`src/rtl/syscall_unit_pkg.sv`:
```
// Shared definitions for the memory-stage syscall unit: FSM encoding,
// SPIM service numbers and the ASCII characters the integer printer needs.
package syscall_unit_pkg;

   typedef enum logic [3:0] {
      IDLE,
      INT_SIGN,
      INT_CONV,
      INT_EMIT,
      STR_REQ,
      STR_WAIT,
      STR_EMIT,
      CHAR_EMIT,
      DONE,
      HALTED
   } state_t;

   localparam logic [31:0] SYS_PRINT_INT  = 32'd1;
   localparam logic [31:0] SYS_PRINT_STR  = 32'd4;
   localparam logic [31:0] SYS_EXIT       = 32'd10;
   localparam logic [31:0] SYS_PRINT_CHAR = 32'd11;

   localparam logic [7:0] ASCII_ZERO  = 8'h30;
   localparam logic [7:0] ASCII_MINUS = 8'h2D;

endpackage

```
`src/rtl/syscall_unit_bin2bcd_seq.sv`:
```
// Sequential double-dabble: converts a 32-bit unsigned value to 10 BCD digits
// in exactly 32 cycles after start; done is high during the final cycle.
module bin2bcd_seq (
   input  logic        clk,
   input  logic        rst_n,
   input  logic        start,
   input  logic [31:0] bin,
   output logic        done,
   output logic [39:0] bcd
);

   logic [31:0] shreg;
   logic [4:0]  cnt;
   logic        busy;
   logic [39:0] adj;

   function automatic logic [39:0] add3(input logic [39:0] b);
      logic [39:0] r;
      r = b;
      for (int i = 0; i < 10; i++) begin
         if (b[i*4 +: 4] >= 4'd5) r[i*4 +: 4] = b[i*4 +: 4] + 4'd3;
      end
      return r;
   endfunction

   assign adj  = add3(bcd);
   assign done = busy && (cnt == 5'd31);

   always_ff @(posedge clk or negedge rst_n) begin
      if (!rst_n) begin
         busy <= 1'b0;
         cnt  <= 5'd0;
      end else if (start) begin
         busy <= 1'b1;
         cnt  <= 5'd0;
      end else if (busy) begin
         cnt <= cnt + 5'd1;
         if (cnt == 5'd31) busy <= 1'b0;
      end
   end

   // Datapath is not reset; the result is held after the last shift until the next start.
   always_ff @(posedge clk) begin
      if (start) begin
         shreg <= bin;
         bcd   <= '0;
      end else if (busy) begin
         bcd   <= {adj[38:0], shreg[31]};
         shreg <= {shreg[30:0], 1'b0};
      end
   end

endmodule

```
`src/rtl/syscall_unit.sv`:
```
// Memory-stage syscall executor: print int/string/char and exit, emitting ASCII
// on a ready/valid stream and stalling the pipeline while a service runs.
module syscall_unit
   import syscall_unit_pkg::*;
#(
   parameter int MAX_STR_LEN = 1024,
   parameter bit BIG_ENDIAN  = 1'b0
) (
   input  logic        clk,
   input  logic        rst_n,
   input  logic        sysM,
   input  logic [31:0] regvM,
   input  logic [31:0] regaM,
   output logic        stallM,
   output logic        mem_req,
   output logic [31:0] mem_addr,
   input  logic        mem_ack,
   input  logic [31:0] mem_rdata,
   output logic        out_valid,
   output logic [7:0]  out_data,
   input  logic        out_ready,
   output logic        halt,
   output logic        bad_sys
);

   localparam logic [31:0] MAX_LEN = 32'(MAX_STR_LEN);

   state_t      state, state_next;
   logic [31:0] val;
   logic [7:0]  chr;
   logic [31:0] ptr;
   logic [31:0] str_cnt;
   logic [31:0] word;
   logic [3:0]  dig;
   logic        started;

   logic        bcd_start, bcd_done;
   logic [39:0] bcd;
   logic [39:0] bcd_sh;
   logic [3:0]  cur_digit;
   logic [31:0] mag;
   logic [7:0]  str_byte;
   logic        skip, xfer, stall_svc, known_svc;

   function automatic logic [7:0] pick_byte(input logic [31:0] w, input logic [1:0] sel);
      logic [1:0] s;
      s = BIG_ENDIAN ? ~sel : sel;
      case (s)
         2'd0:    return w[7:0];
         2'd1:    return w[15:8];
         2'd2:    return w[23:16];
         default: return w[31:24];
      endcase
   endfunction

   assign stall_svc = (regvM == SYS_PRINT_INT) || (regvM == SYS_PRINT_STR) ||
                      (regvM == SYS_PRINT_CHAR);
   assign known_svc = stall_svc || (regvM == SYS_EXIT);
   assign mag       = val[31] ? (~val + 32'd1) : val;
   assign bcd_sh    = bcd >> {dig, 2'b00};
   assign cur_digit = bcd_sh[3:0];
   assign skip      = !started && (cur_digit == 4'd0) && (dig != 4'd0);
   assign str_byte  = pick_byte(word, ptr[1:0]);
   assign xfer      = out_valid && out_ready;
   assign halt      = (state == HALTED);

   bin2bcd_seq u_bcd (
      .clk   (clk),
      .rst_n (rst_n),
      .start (bcd_start),
      .bin   (mag),
      .done  (bcd_done),
      .bcd   (bcd)
   );

   always_ff @(posedge clk or negedge rst_n) begin
      if (!rst_n) begin
         state   <= IDLE;
         bad_sys <= 1'b0;
      end else begin
         state <= state_next;
         if (state == IDLE && sysM && !known_svc) bad_sys <= 1'b1;
      end
   end

   always_comb begin
      state_next = state;
      stallM     = 1'b1;
      mem_req    = 1'b0;
      mem_addr   = 32'd0;
      out_valid  = 1'b0;
      out_data   = 8'd0;
      bcd_start  = 1'b0;
      case (state)
         IDLE: begin
            stallM = sysM && stall_svc;
            if (sysM) begin
               case (regvM)
                  SYS_PRINT_INT:  state_next = INT_SIGN;
                  SYS_PRINT_STR:  state_next = STR_REQ;
                  SYS_PRINT_CHAR: state_next = CHAR_EMIT;
                  SYS_EXIT:       state_next = HALTED;
                  default:        state_next = DONE;
               endcase
            end
         end
         INT_SIGN: begin
            if (val[31]) begin
               out_valid = 1'b1;
               out_data  = ASCII_MINUS;
            end
            if (!val[31] || out_ready) begin
               bcd_start  = 1'b1;
               state_next = INT_CONV;
            end
         end
         INT_CONV: if (bcd_done) state_next = INT_EMIT;
         INT_EMIT: begin
            // Leading zeros are skipped silently; digit 0 is always printed.
            if (!skip) begin
               out_valid = 1'b1;
               out_data  = ASCII_ZERO + {4'd0, cur_digit};
               if (out_ready && dig == 4'd0) state_next = DONE;
            end
         end
         STR_REQ: begin
            mem_req    = 1'b1;
            mem_addr   = {ptr[31:2], 2'b00};
            state_next = STR_WAIT;
         end
         STR_WAIT: begin
            mem_req  = 1'b1;
            mem_addr = {ptr[31:2], 2'b00};
            if (mem_ack) state_next = STR_EMIT;
         end
         STR_EMIT: begin
            if (str_byte == 8'd0) begin
               state_next = DONE;
            end else begin
               out_valid = 1'b1;
               out_data  = str_byte;
               if (out_ready) begin
                  if (str_cnt + 32'd1 == MAX_LEN) state_next = DONE;
                  else if (ptr[1:0] == 2'd3)     state_next = STR_REQ;
               end
            end
         end
         CHAR_EMIT: begin
            out_valid = 1'b1;
            out_data  = chr;
            if (out_ready) state_next = DONE;
         end
         DONE: begin
            stallM     = 1'b0;
            state_next = IDLE;
         end
         HALTED:  stallM = 1'b0;
         default: begin
            stallM     = 1'b0;
            state_next = IDLE;
         end
      endcase
   end

   always_ff @(posedge clk) begin
      if (state == IDLE && sysM) begin
         val     <= regaM;
         chr     <= regaM[7:0];
         ptr     <= regaM;
         str_cnt <= 32'd0;
         dig     <= 4'd9;
         started <= 1'b0;
      end
      if (state == INT_EMIT) begin
         if (skip) begin
            dig <= dig - 4'd1;
         end else if (xfer) begin
            started <= 1'b1;
            if (dig != 4'd0) dig <= dig - 4'd1;
         end
      end
      if (state == STR_WAIT && mem_ack) word <= mem_rdata;
      if (state == STR_EMIT && xfer) begin
         ptr     <= ptr + 32'd1;
         str_cnt <= str_cnt + 32'd1;
      end
   end

endmodule

```
`config.mk`:
```
export PLATFORM = sky130hd
export DESIGN_NAME = syscall_unit
export DESIGN_NICKNAME = d
export VERILOG_FILES = /design/src/rtl/syscall_unit_pkg.sv /design/src/rtl/syscall_unit_bin2bcd_seq.sv /design/src/rtl/syscall_unit.sv
export SDC_FILE = /design/constraint.sdc
export NUM_CORES = 1
export LEC_CHECK = 0
export ABC_AREA = 1
export CORE_ASPECT_RATIO = 0.5
export CORE_MARGIN = 1
export CORE_UTILIZATION = 52
export DETAILED_ROUTE_END_ITERATION = 6
export PLACE_DENSITY = 0.75
export SYNTH_ARGS = -nofsm -noshare
export SYNTH_HDL_FRONTEND = slang
export SYNTH_HIERARCHICAL = 1
export SYNTH_SLANG_ARGS = --single-unit
```
`constraint.sdc`:
```
create_clock -name clk -period 4.55 [get_ports clk]
set_input_delay 0.6825 -clock clk [delete_from_list [all_inputs] [get_ports clk]]
set_output_delay 0.6825 -clock clk [all_outputs]
set_load 0.01 [all_outputs]
```
==> metrics.txt <==
run status complete, no violations; Crit path buffers/inverters 3; crit share post-route 0.913; setup violators final 0; RSZ-0062 raised after global routing false; slowest stage delay, CP 0.85 ns; cell depth of the worst setup path 10; CP Class register to output pin; CP required 3.87 ns; Critical Path Source dig[0]; 1st-iter DRT viols 1064; Yosys top cell area share 0.372; GP Congestion 0.932; Register-to-Register Path Depth 12; clock sink count 216; Fin Clk Skew 0.0222 ns; Yosys reg bits 216; Synth area leaders edfxtp_1, nand2_1, dfxtp_1; CTS Buf Count 21; met3 usage 0.0389; DIE AREA 25500 sq um; cells along the critical path inv_2 > ha_1 > nand3_2 > inv_1 > or2_1 > nor2_1 > nand3_2 > nand2_2 > nand3_4 > clkdlybuf4s50_1; fmax 241 MHz; number of port buffers 143; Synth cell types 51; detailed-route DRC error count 0; number of top-level pins 146; P_sw 1.41 mW; sequential power share 0.487; sequential share of the synthesized area 0.464; Setup Fix Bufs, Post-CTS 0; global route hottest layer met2; GRT met1 Usage 0.358; core footprint 24200 sq um; crit path DAT 3.47 ns; switching power share of the total 0.279; H-tree level count 1; Reg2Reg Capture Point str_cnt[20]; Min Clock Period, post-route 4.15 ns; FF-to-FF Start dig[0]; max_cap viols 0; Slowest cell on crit path dfxtp_1; grt total ovfl 0; PwrDens 331 nW/um^2; CTS tree built; Placed Instances 2100; clock transition at the registers of the reported paths 0.06 ns; HP Class register to register; initial core utilization 0.534; CP startpoint kind register; number of global-route vias before repair 10437; DR vias 11175; largest net degree at the start of global routing 65; met2 usage 0.417; num rows 40; slew margin rel. 0.413; setup TNS 0 ns; die extent in y 113 um; DP HPWL 23.2 mm; P_int 3.64 mW; Main synth FF type edfxtp_1; total track usage 0.255; CTS Root Cell clkbuf_16; post-cts sizing count 0; Synth Area per Inst 7.78 sq um; detailed-route wire length 31.9 mm; hold-fix buffer count after cts 0; fraction of registers with async set/reset 0.0509; global-route wire length before repair 52.2 mm; Warnings, synthesis 6; Die W 225 um; Hold Fails Final Rpt 0; antenna violations before repair 1; Critical Path Most Common Cell nand3_2; post-synthesis cell count 1658; Synth-to-Final Area Change 18.2%; Pleak 6.38 nW; flop2flop setup slack 0.91 ns; Synth area leader edfxtp_1; final non-filler cell total 2139; Post-DRT Antenna Nets 0; wire per inst 14.9 um; # nets final 1918; CP Capture Type output pin; layout cells sized above 1 0.0505; Clk network pwr share 0.363; Crit Path Max Fanout 27; fillers 2124; CTS Buffer Depth 3; Max IR drop VDD 0.237 mV; combinational power share 0.149; Netlist Area Pre-Place 12900 sq um; top cell family by delay on the critical path buffers and inverters; Worst setup endpoint out_valid; number of vias per cell 5.22; fin. max-slew vios 0; DR pass1 iterations 5; Post-synth EDFFs 160; Core Util, Final 0.631; worst-skew pair later-pin latency 0.53 ns; Least-Margin Pin Slew 0.879 ns
-- logic make-up (layout without fill, tap and decap cells) --
kind of cell             after synthesis  count (layout)  share of synthesized area
other                                  1               3                   0.000291
AO/OA/AOI/OAI                        163             163                     0.0680
buffers and inverters                225             368                     0.0759
adder cells (fa/ha/maj)               30              30                     0.0291
AND/OR/NAND/NOR                      960             960                      0.320
XOR/XNOR                              63              63                     0.0428
flip-flops                           216             216                      0.464
-- flip-flops by register name (all words and copies together) (netlist names), 4 cells and up --
signal,cells
u_bcd/shreg,32
u_bcd/bcd,40
ptr,32
u_bcd/cnt,5
val,32
dig,4
str_cnt,32
state,4
word,32
-- metrics by stage --
stage / instance area [sq um] / hold WS, ns / power, mW / setup WS, ns
floorplan: 12900 / 0.387 / 2.97 / 0.225
global placement: 14500 / 0.436 / 3.23 / 0.982
detailed placement: 14500 / 0.442 / 3.24 / 0.892
CTS: 15200 / 0.456 / 5.07 / 0.375
global route: 15200 / 0.490 / 5.26 / 0.154
finish: 15200 / 0.449 / 5.04 / 0.397
-- synthesized netlist by cell type, types with 4 or more instances --
cell / number
a21oi_1: 45
buf_2: 13
buf_4: 10
buf_6: 8
clkbuf_1: 14
dfrtp_1: 11
dfxtp_1: 45
edfxtp_1: 160
ha_1: 30
inv_1: 167
inv_2: 9
nand2_1: 541
nand2_2: 4
nand3_1: 112
nand3_2: 15
nand3b_1: 12
nand4_1: 21
nor2_1: 195
nor2_2: 4
nor3_1: 33
nor4_1: 8
o211ai_1: 5
o21ai_0: 62
o21ai_1: 33
o221ai_1: 4
xnor2_1: 17
xor2_1: 46
-- worst min-delay path, cell delays in order, from the launching register on --
cell and delay [ns]:
edfxtp_1 0.32, nand2_1 0.04, o21ai_0 0.05
-- per-layer routing --
layer | wire, um | vias to the layer above
met1 | 14900 | 5125
met5 | 0 | -
met3 | 1800 | 50
met4 | 744 | 0
met2 | 14500 | 318
li1 | - | 5682
-- layout make-up --
class                      count  area, sq um  share of cell area
multi-input combinational   1218         5970               0.391
clock inverter                15          164              0.0107
tap                          336          420              0.0276
timing repair buffer         151         1490              0.0978
antenna                        1         2.50            0.000164
sequential                   216         5980               0.392
inverter                     179          677              0.0444
clock buffer                  23          543              0.0356
-- cell usage in the layout, fill, tap and decap left out, drive strengths merged, types with 8 or more instances in the layout --
master	count
a21oi	46
buf	8
clkbuf	23
clkdlybuf4s50	143
clkinv	11
dfrtp	11
dfxtp	45
edfxtp	160
ha	30
inv	178
nand2	546
nand3	129
nand3b	12
nand4	21
nor2	202
nor3	34
nor4	9
o21ai	95
xnor2	17
xor2	46
-- worst min path at each step --
stage                    start      endpoint  slack, ns  cells past startpoint
6_report       u_bcd/shreg[31]  u_bcd/bcd[0]       0.45                      2
3_5_place_dp   u_bcd/shreg[31]  u_bcd/bcd[0]       0.44                      2
5_1_grt        u_bcd/shreg[31]  u_bcd/bcd[0]       0.49                      2
4_1_cts        u_bcd/shreg[31]  u_bcd/bcd[0]       0.46                      2
3_3_place_gp   u_bcd/shreg[31]  u_bcd/bcd[0]       0.44                      2
2_1_floorplan            rst_n       bad_sys       0.39                      0
-- power groups by stage --
stage	Sequential (mW)	Clock, mW	Combinational, mW
2_1_floorplan	2.46	0	0.508
3_3_place_gp	2.49	0	0.737
3_5_place_dp	2.49	0	0.745
4_1_cts	2.45	1.86	0.751
5_1_grt	2.48	1.93	0.848
6_report	2.46	1.83	0.752
Power figures use the tool's default switching activity.
